--- config.mk ---
export PLATFORM = sky130hd
export DESIGN_NAME = spi_write_ctrl
export DESIGN_NICKNAME = d
export VERILOG_FILES = /design/src/rtl/spi_pkg.sv /design/src/rtl/spi_clk_div.sv /design/src/rtl/spi_write_ctrl.sv
export SDC_FILE = /design/constraint.sdc
export NUM_CORES = 1
export LEC_CHECK = 0
export CELL_PAD_IN_SITES_DETAIL_PLACEMENT = 0
export CELL_PAD_IN_SITES_GLOBAL_PLACEMENT = 1
export CORE_UTILIZATION = 43
export CTS_CLUSTER_DIAMETER = 40
export CTS_CLUSTER_SIZE = 10
export DETAILED_ROUTE_END_ITERATION = 16
export GPL_TIMING_DRIVEN = 0
export PLACE_DENSITY = 0.77
export SLEW_MARGIN = 20
export SYNTH_ARGS = -nofsm -noshare
export SYNTH_HDL_FRONTEND = slang
export SYNTH_SLANG_ARGS = --single-unit
--- constraint.sdc ---
create_clock -name clk_i -period 3 [get_ports clk_i]
set_input_delay 0.6 -clock clk_i [delete_from_list [all_inputs] [get_ports clk_i]]
set_output_delay 0.6 -clock clk_i [all_outputs]
set_load 0.02 [all_outputs]
--- src/rtl/spi_pkg.sv ---
// Shared types and constants for the SPI write controller.
package spi_pkg;

    localparam int SPI_BYTE_W        = 8;
    localparam int SPI_BITS_PER_BYTE = 8;

    typedef enum logic [2:0] {
        IDLE,
        PRIME_HI,
        PRIME_LO,
        SHIFT,
        HOLD
    } spi_state_e;

endpackage

--- src/rtl/spi_clk_div.sv ---
// Half-period tick generator: tick_o pulses on the last cycle of every CLK_DIV-cycle window.
module spi_clk_div #(
    parameter int CLK_DIV = 4
) (
    input  logic clk_i,
    input  logic rst_i,
    input  logic en_i,
    output logic tick_o
);

    localparam int CW = (CLK_DIV > 2) ? $clog2(CLK_DIV) : 1;
    localparam logic [CW-1:0] LAST = CW'(CLK_DIV - 1);

    logic [CW-1:0] cnt_q;
    logic [CW-1:0] cnt_d;

    // Held at zero while disabled so each phase starts a full window on entry.
    always_comb begin
        cnt_d = cnt_q;
        if (!en_i) begin
            cnt_d = '0;
        end else if (cnt_q == LAST) begin
            cnt_d = '0;
        end else begin
            cnt_d = cnt_q + CW'(1);
        end
    end

    always_ff @(posedge clk_i or posedge rst_i) begin
        if (rst_i) begin
            cnt_q <= '0;
        end else begin
            cnt_q <= cnt_d;
        end
    end

    assign tick_o = en_i && (cnt_q == LAST);

endmodule

--- src/rtl/spi_write_ctrl.sv ---
// Byte-level SPI master controller feeding a falling-edge-loaded, MSB-first write shift register.
module spi_write_ctrl
    import spi_pkg::*;
#(
    parameter int CLK_DIV = 4
) (
    input  logic                  clk_i,
    input  logic                  rst_i,
    input  logic [SPI_BYTE_W-1:0] tx_data_i,
    input  logic                  tx_valid_i,
    input  logic                  tx_last_i,
    output logic                  tx_ready_o,
    output logic                  spi_clk_o,
    output logic                  cs_n_o,
    output logic                  load_data_en_o,
    output logic [SPI_BYTE_W-1:0] data_o,
    output logic                  done_o,
    output logic                  underrun_o,
    output logic [7:0]            frame_bytes_o
);

    localparam logic [2:0] LAST_BIT     = 3'(SPI_BITS_PER_BYTE - 1);
    localparam logic [2:0] PRE_LAST_BIT = 3'(SPI_BITS_PER_BYTE - 2);

    spi_state_e            state_q, state_d;
    logic [2:0]            bit_q, bit_d;
    logic                  phase_hi_q, phase_hi_d;
    logic [SPI_BYTE_W-1:0] hold_data_q, hold_data_d;
    logic                  hold_last_q, hold_last_d;
    logic                  hold_valid_q, hold_valid_d;
    logic                  last_acc_q, last_acc_d;
    logic                  loaded_q, loaded_d;
    logic                  cur_last_q, cur_last_d;
    logic [7:0]            byte_cnt_q, byte_cnt_d;
    logic                  spi_clk_q, spi_clk_d;
    logic                  cs_n_q, cs_n_d;
    logic                  load_en_q, load_en_d;
    logic [SPI_BYTE_W-1:0] data_q, data_d;
    logic                  done_q, done_d;
    logic                  underrun_q, underrun_d;
    logic [7:0]            frame_bytes_q, frame_bytes_d;

    logic tick;
    logic accept;

    spi_clk_div #(
        .CLK_DIV(CLK_DIV)
    ) u_clk_div (
        .clk_i (clk_i),
        .rst_i (rst_i),
        .en_i  (state_q != IDLE),
        .tick_o(tick)
    );

    // tx valid/ready: a byte transfers on any clock edge where both are high;
    // ready never depends on tx_valid_i, and data/last are sampled only then.
    assign tx_ready_o = !rst_i && !hold_valid_q && !last_acc_q && (state_q != HOLD);
    assign accept     = tx_valid_i && tx_ready_o;

    always_comb begin
        state_d       = state_q;
        bit_d         = bit_q;
        phase_hi_d    = phase_hi_q;
        hold_data_d   = hold_data_q;
        hold_last_d   = hold_last_q;
        hold_valid_d  = hold_valid_q;
        last_acc_d    = last_acc_q;
        loaded_d      = loaded_q;
        cur_last_d    = cur_last_q;
        byte_cnt_d    = byte_cnt_q;
        spi_clk_d     = spi_clk_q;
        cs_n_d        = cs_n_q;
        load_en_d     = load_en_q;
        data_d        = data_q;
        done_d        = 1'b0;
        underrun_d    = 1'b0;
        frame_bytes_d = frame_bytes_q;

        if (accept) begin
            hold_valid_d = 1'b1;
            hold_data_d  = tx_data_i;
            hold_last_d  = tx_last_i;
            if (tx_last_i) begin
                last_acc_d = 1'b1;
            end
        end

        unique case (state_q)
            IDLE: begin
                // A byte accepted while idle is forwarded straight to the load
                // path so PRIME_HI starts on the very next cycle.
                if (hold_valid_q || accept) begin
                    state_d      = PRIME_HI;
                    spi_clk_d    = 1'b1;
                    load_en_d    = 1'b1;
                    byte_cnt_d   = '0;
                    hold_valid_d = 1'b0;
                    if (hold_valid_q) begin
                        data_d     = hold_data_q;
                        cur_last_d = hold_last_q;
                    end else begin
                        data_d     = tx_data_i;
                        cur_last_d = tx_last_i;
                    end
                end
            end
            PRIME_HI: begin
                if (tick) begin
                    state_d   = PRIME_LO;
                    spi_clk_d = 1'b0;
                    cs_n_d    = 1'b0;
                    load_en_d = 1'b0;
                end
            end
            PRIME_LO: begin
                if (tick) begin
                    state_d    = SHIFT;
                    bit_d      = '0;
                    phase_hi_d = 1'b1;
                    spi_clk_d  = 1'b1;
                end
            end
            SHIFT: begin
                if (tick) begin
                    if (phase_hi_q) begin
                        phase_hi_d = 1'b0;
                        spi_clk_d  = 1'b0;
                        if (bit_q == LAST_BIT) begin
                            load_en_d = 1'b0;
                        end
                    end else if (bit_q == LAST_BIT) begin
                        byte_cnt_d = byte_cnt_q + 8'd1;
                        if (loaded_q) begin
                            bit_d      = '0;
                            phase_hi_d = 1'b1;
                            spi_clk_d  = 1'b1;
                        end else begin
                            state_d = HOLD;
                        end
                    end else begin
                        bit_d      = bit_q + 3'd1;
                        phase_hi_d = 1'b1;
                        spi_clk_d  = 1'b1;
                        // Entering the bit-7 high half: only a byte already held counts.
                        if (bit_q == PRE_LAST_BIT) begin
                            if (hold_valid_q) begin
                                load_en_d    = 1'b1;
                                data_d       = hold_data_q;
                                cur_last_d   = hold_last_q;
                                hold_valid_d = 1'b0;
                                loaded_d     = 1'b1;
                            end else begin
                                load_en_d = 1'b0;
                                loaded_d  = 1'b0;
                            end
                        end
                    end
                end
            end
            HOLD: begin
                if (tick) begin
                    state_d       = IDLE;
                    cs_n_d        = 1'b1;
                    done_d        = 1'b1;
                    frame_bytes_d = byte_cnt_q;
                    underrun_d    = !cur_last_q;
                    last_acc_d    = 1'b0;
                end
            end
            default: begin
                state_d = IDLE;
            end
        endcase
    end

    always_ff @(posedge clk_i or posedge rst_i) begin
        if (rst_i) begin
            state_q       <= IDLE;
            bit_q         <= '0;
            phase_hi_q    <= 1'b0;
            hold_data_q   <= '0;
            hold_last_q   <= 1'b0;
            hold_valid_q  <= 1'b0;
            last_acc_q    <= 1'b0;
            loaded_q      <= 1'b0;
            cur_last_q    <= 1'b0;
            byte_cnt_q    <= '0;
            spi_clk_q     <= 1'b0;
            cs_n_q        <= 1'b1;
            load_en_q     <= 1'b0;
            data_q        <= '0;
            done_q        <= 1'b0;
            underrun_q    <= 1'b0;
            frame_bytes_q <= '0;
        end else begin
            state_q       <= state_d;
            bit_q         <= bit_d;
            phase_hi_q    <= phase_hi_d;
            hold_data_q   <= hold_data_d;
            hold_last_q   <= hold_last_d;
            hold_valid_q  <= hold_valid_d;
            last_acc_q    <= last_acc_d;
            loaded_q      <= loaded_d;
            cur_last_q    <= cur_last_d;
            byte_cnt_q    <= byte_cnt_d;
            spi_clk_q     <= spi_clk_d;
            cs_n_q        <= cs_n_d;
            load_en_q     <= load_en_d;
            data_q        <= data_d;
            done_q        <= done_d;
            underrun_q    <= underrun_d;
            frame_bytes_q <= frame_bytes_d;
        end
    end

    assign spi_clk_o      = spi_clk_q;
    assign cs_n_o         = cs_n_q;
    assign load_data_en_o = load_en_q;
    assign data_o         = data_q;
    assign done_o         = done_q;
    assign underrun_o     = underrun_q;
    assign frame_bytes_o  = frame_bytes_q;

endmodule
* Word-level counts from Yosys, hierarchy flattened
Cells that the tools add are included.
Cells by class: $add $sub $neg 3, equal/unequal tests 24, mux-type cells 74, bitwise gates (word level) 2, reductions and logical operators 27
Operators with widths (number):
- 8-bit two-way mux | 11
- 1-bit two-way mux | 39
- 3-bit two-way mux | 12
- 8-bit case mux with 2 select lines | 2
- 2-bit inequality test (second input constant) | 11
- 3-bit inequality test (second input constant) | 5
- 3-bit case mux with 5 select lines | 1
- 5-bit AND reduction | 3
- 7-bit AND reduction | 2
- 3-bit equality test (second input constant) | 3
- 8-bit by 1-bit adder with 8-bit output (second input constant) | 1
- 1-bit case mux with 2 select lines | 4
- 8-bit AND reduction | 1
- 3-bit by 2-bit equality test with 1-bit output (second input constant) | 2
- 3-bit case mux with 2 select lines | 1
- 3-bit AND reduction | 2
- 6-bit AND reduction | 1
- 2-bit nonzero test | 3
- 3-bit nonzero test | 2
- 1-bit logical AND | 5
- 1-bit zero test | 4
- 2-bit two-way mux | 2
- 4-bit inequality test (second input constant) | 1
- 1-bit case mux with 4 select lines | 1
- 10 further kinds | 11
Storage, ports and cells: flip-flop bits (word level) 51, input port bits 12, output and inout port bits 22

* Depth between registers and ports, before layout
word-level depth 12, gate-level depth with buffers 7, depth with buffers taken out 6

* By module
A second synthesis with hierarchy kept.
Unflattened totals: cell total of the unflattened synthesis 195, area, all modules 2433.6 um^2
Modules (own cells, without submodules):
- spi_write_ctrl | instances 1, cells an instance 188, area each 2341.0 um^2, sequential area each 1227.4 um^2
- spi_clk_div | instances 1, cells an instance 7, area each 92.6 um^2, sequential area each 50.0 um^2

* Least setup slack after synthesis
OpenSTA, ideal clock, no wires.
path type register -> register, from reg bit_q[0], to reg cur_last_q, arrival time 1.995 ns, slack 0.881 ns, cell stages (with the launch flop) 8, path buffers 1, cells stage by stage dfrtp_1 -> ha_1 -> ha_1 -> buf_2 -> and4bb_2 -> nand3_1 -> o21ai_4 -> mux2_2
Between the ends: cells in the longest elaborated chain, start to end 3
RTL lines:
- start, declared | line spi_write_ctrl.sv:26 | logic [2:0] bit_q, bit_d;
- start signal, assigned | line spi_write_ctrl.sv:197 | bit_q <= bit_d;
- 3-bit equality test (on tied branches) | line spi_write_ctrl.sv:145, spi_write_ctrl.sv:131
- 2-bit inequality test (no source line)
- 7-bit AND reduction (no source line) (*)
- end signal, assigned | line spi_write_ctrl.sv:204 | cur_last_q <= cur_last_d;
- end, declared | line spi_write_ctrl.sv:33 | logic cur_last_q, cur_last_d;
Mark *: on every way between the ends. The rest lies on a longest branch, timed or not. A chain may end at the register's enable or synchronous reset.

* Final worst setup path
from in rst_i, to out tx_ready_o
Between the ends: cells in the longest elaborated chain, start to end 4
RTL lines:
- start, declared | line spi_write_ctrl.sv:8 | input logic rst_i,
- 1-bit zero test (no source line)
- 1-bit logical AND (3 in series) | line spi_write_ctrl.sv:57 | assign tx_ready_o = !rst_i && !hold_valid_q && !last_acc_q && (state_q != HOLD);
- end, declared | line spi_write_ctrl.sv:12 | output logic tx_ready_o,
Every way passes these cells.

==> impl_metrics.csv <==
group,metric,value,unit
outcome,run_status,"completed",
synthesis,synth-adder-area-share,0.0257,
synthesis,synth-edff-count,0,
clock_network,tritoncts,"yes",
grt,grt.met1_usage,0.240,
timing,setup_repair_after_global_routing_missed_its_margin,"false",
layout,final_nets,259,
synthesis,synth.mux.area_fraction,0.166,
timing,timing_max_transition_violations_final,0,
place,placement.io_buffers,33,
grt,globalRoute.busiestLayer,"met2",
floorplan,floorplan.io_pins,34,
routing,dr.pass1.iters,4,
critical_path,worst-r2r-setup-slack,0.61,ns
floorplan,num_rows,27,
routing,postRouteAntennaNets,0,
grt,antenna_found_initial,0,
synthesis,mappedNetlistArea,2440,um^2
hold_path,hold_start,"cur_last_q$_DFFE_PP0P_",
critical_path,worstReg2RegStart,"bit_q[0]$_DFFE_PP0P_",
grt,wire_length_of_the_first_global_routing_pass,8280,um
hold_path,holdCritPathClass,"reg -> reg",
critical_path,worst_ep_required_time,2.40,ns
routing,avgViaCountPerCell,5.49,
timing,worst_relative_slew_slack,0.598,
clock_network,cts-buffers-inserted,5,
timing,final_hold_viol_count,0,
timing,finalSetupTns,0,ns
layout,areaGrowthSynthToFinish,22.7,%
floorplan,fp.dieW,77.3,um
synthesis,yosysWarningCount,0,
power,power.density,406,nW/um^2
synthesis,synth-xor-area-share,0,
routing,routedWlPerCell,14.9,um
timing,fin_crit_sh,0.944,
clock_network,cts.root.buffer_cell,"sky130_fd_sc_hd__clkbuf_8",
routing,remaining_drc_errors,0,
synthesis,dominant_combinational_cell_family_by_area_after_synthesis,"multiplexers",
layout,count_of_non_filler_cells_in_the_finished_layout,315,
critical_path,timing.critical_path.from_type,"primary input",
grt,first_global_vias,1757,
synthesis,synth_area_per_cell,12.1,um^2
clock_network,worst_skew_pair_later_pin_latency,0.30,ns
power,power.static_leakage,0.00134,uW
grt,global_route.overflow_total,0,
layout,number_of_antenna_cells_inserted,0,
floorplan,core,5470,um^2
critical_path,cp.arrival,2.23,ns
clock_network,post_cts_resized,0,
critical_path,end_kind,"primary output",
flow_run,cap_viol_max_count,0,
timing,max_clock_freq,0.353,GHz
synthesis,synth_simple_gate_area_frac,0.115,
critical_path,critical_path.max_fanout,3,
place,post-place-cells,307,
synthesis,mappedNetlistNets,218,
routing,totalWireLength,4690,um
grt,grt_start_max_net_pins,27,
grt,grt_use_met3,0.0452,
floorplan,floorplan.initialDensity,0.445,
routing,first_iter_violations,143,
floorplan,fp.dieArea,5970,um^2
clock_network,clk_pin_slew,0.09,ns
clock_network,cts.htree.levels,2,
timing,period_minus_slack,2.83,ns
power,peakVddDrop,205,uV
clock_network,ctsLongestPathBuffers,2,
critical_path,critical_path_class,"in -> out",
clock_network,postCtsSetupRepairBufs,0,
critical_path,critical_path_launch_point,"rst_i",
timing,timing.final.setup_violations,0,
synthesis,yosysUniqueCellTypes,46,
grt,gr-usage-met2,0.272,
synthesis,synth_top_flop_cell,"sky130_fd_sc_hd__dfrtp_1",
synthesis,synth_compound_area_frac,0.137,
synthesis,sequential_share_of_the_synthesized_area,0.524,
floorplan,dieHeight,77.3,um
timing,fin_skew,0.00610,ns
clock_network,clock_sinks,51,
synthesis,ys_seq_elements,51,
layout,drive_above_1_share,0.272,
timing,worstMarginPinSlew,0.602,ns
place,place_hpwl,3270,um
routing,vias,1729,
clock_network,cts_hold_buf,0,
place,globalplace.congestion,0.818,
grt,grt.total_usage,0.177,
synthesis,asyncSetResetFlopFracSynth,1.00,
synthesis,netlist_instances,201,
## Yosys cell counts, types with 2 or more instances
library cell / number / area [um^2]
sky130_fd_sc_hd__dfrtp_1: 50 / 1250
sky130_fd_sc_hd__mux2_2: 35 / 394
sky130_fd_sc_hd__nand2_1: 12 / 45.0
sky130_fd_sc_hd__inv_1: 9 / 33.8
sky130_fd_sc_hd__o21ai_0: 9 / 45.0
sky130_fd_sc_hd__a21oi_1: 8 / 40.0
sky130_fd_sc_hd__a31oi_1: 6 / 37.5
sky130_fd_sc_hd__buf_2: 6 / 30.0
sky130_fd_sc_hd__nand3_1: 6 / 30.0
sky130_fd_sc_hd__nor2_1: 6 / 22.5
sky130_fd_sc_hd__ha_1: 5 / 62.6
sky130_fd_sc_hd__a2bb2oi_1: 3 / 26.3
sky130_fd_sc_hd__and3_1: 3 / 18.8
sky130_fd_sc_hd__and4bb_2: 3 / 37.5
sky130_fd_sc_hd__a221oi_1: 2 / 17.5
sky130_fd_sc_hd__a32o_1: 2 / 20.0
sky130_fd_sc_hd__and3b_1: 2 / 17.5
sky130_fd_sc_hd__clkbuf_1: 2 / 7.51
sky130_fd_sc_hd__nor2_2: 2 / 12.5
sky130_fd_sc_hd__nor2b_1: 2 / 12.5
sky130_fd_sc_hd__nor3_1: 2 / 10.0
sky130_fd_sc_hd__o31ai_1: 2 / 15.0
## cell type report
class                      count  area [um^2]
buffer                         9         42.5
clock buffer                   5         68.8
clock inverter                 3         43.8
fill                         490         2480
inverter                       9         33.8
multi-input combinational    132         1080
sequential                    51         1280
tap                           72         90.1
timing repair buffer          34          350
## routing by layer
| metal | part of all wire | wire length (um) |
|---|---|---|
| met1 | 0.48 | 2240 |
| met4 | 0.0094 | 44 |
| met2 | 0.46 | 2170 |
| met3 | 0.050 | 233 |
| met5 | 0 | 0 |
## registers in the layout, indices dropped and copies added (netlist names), 2 cells and up
register	cells
bit_q	3
byte_cnt_q	8
data_o	8
frame_bytes_o	8
hold_data_q	8
state_q	3
u_clk_div.cnt_q	2
## per-stage QoR
stage	util	setup WS (ns)	instance area, um^2	total power, uW	hold WS (ns)
final	0.546	0.167	2990	1210	0.429
after global routing	0.546	0.0893	2990	1270	0.472
after CTS	0.546	0.155	2990	1230	0.430
after detailed placement	0.526	0.164	2880	754	0.417
after global placement	0.522	0.0498	2860	750	0.416
after floorplan	-	0.881	2440	727	0.398
## final timing paths
path,end,cells past startpoint
min in group asynchronous,last_acc_q$_DFF_PP0_,2
setup / recovery,tx_ready_o,3
max in group asynchronous,cs_n_o$_DFFE_PP1P_,3
hold reg to reg,underrun_o$_DFF_PP0_,1
setup reg to reg,data_o[2]$_DFFE_PP0P_,7
hold / removal,underrun_o$_DFF_PP0_,1
## power breakdown
| part | internal, uW | switching [uW] |
|---|---|---|
| clock | 249 | 227 |
| sequential | 692 | 2.76 |
| combinational | 22.7 | 21.5 |
## cells in the final DEF (no fill, tap or decap), types with 2 or more instances in the layout
master                            count
sky130_fd_sc_hd__clkdlybuf4s50_1     33
sky130_fd_sc_hd__inv_1                8
sky130_fd_sc_hd__o21ai_0              9
sky130_fd_sc_hd__dfrtp_1             50
sky130_fd_sc_hd__a31oi_1              6
sky130_fd_sc_hd__ha_1                 5
sky130_fd_sc_hd__mux2_2              35
sky130_fd_sc_hd__nand3_1              6
sky130_fd_sc_hd__a221oi_1             2
sky130_fd_sc_hd__buf_2                6
sky130_fd_sc_hd__nor2_1               6
sky130_fd_sc_hd__clkbuf_1             2
sky130_fd_sc_hd__and4bb_2             3
sky130_fd_sc_hd__nand2_1             12
sky130_fd_sc_hd__nor2b_1              2
sky130_fd_sc_hd__clkbuf_8             5
sky130_fd_sc_hd__nor3_1               2
sky130_fd_sc_hd__a32o_1               2
sky130_fd_sc_hd__nor2_2               2
sky130_fd_sc_hd__a2bb2oi_1            3
sky130_fd_sc_hd__and3_1               3
sky130_fd_sc_hd__o31ai_1              2
sky130_fd_sc_hd__a21oi_1              8
sky130_fd_sc_hd__and3b_1              2
## critical path, cell delays in order
cell and delay, ns:
sky130_fd_sc_hd__clkdlybuf4s50_1 0.50, sky130_fd_sc_hd__a2111oi_4 0.43, sky130_fd_sc_hd__clkdlybuf4s50_1 0.70
## cells by family (layout without fill, tap and decap cells)
logic type	count (synthesis)	count (layout)
DFF	51	51
and+or+nand+nor	47	47
adders and majority gates	5	5
AOI/OAI and AO/OA	44	44
buffers and inverters	18	60
muxes	36	36
(Power assumes the default switching activity.)
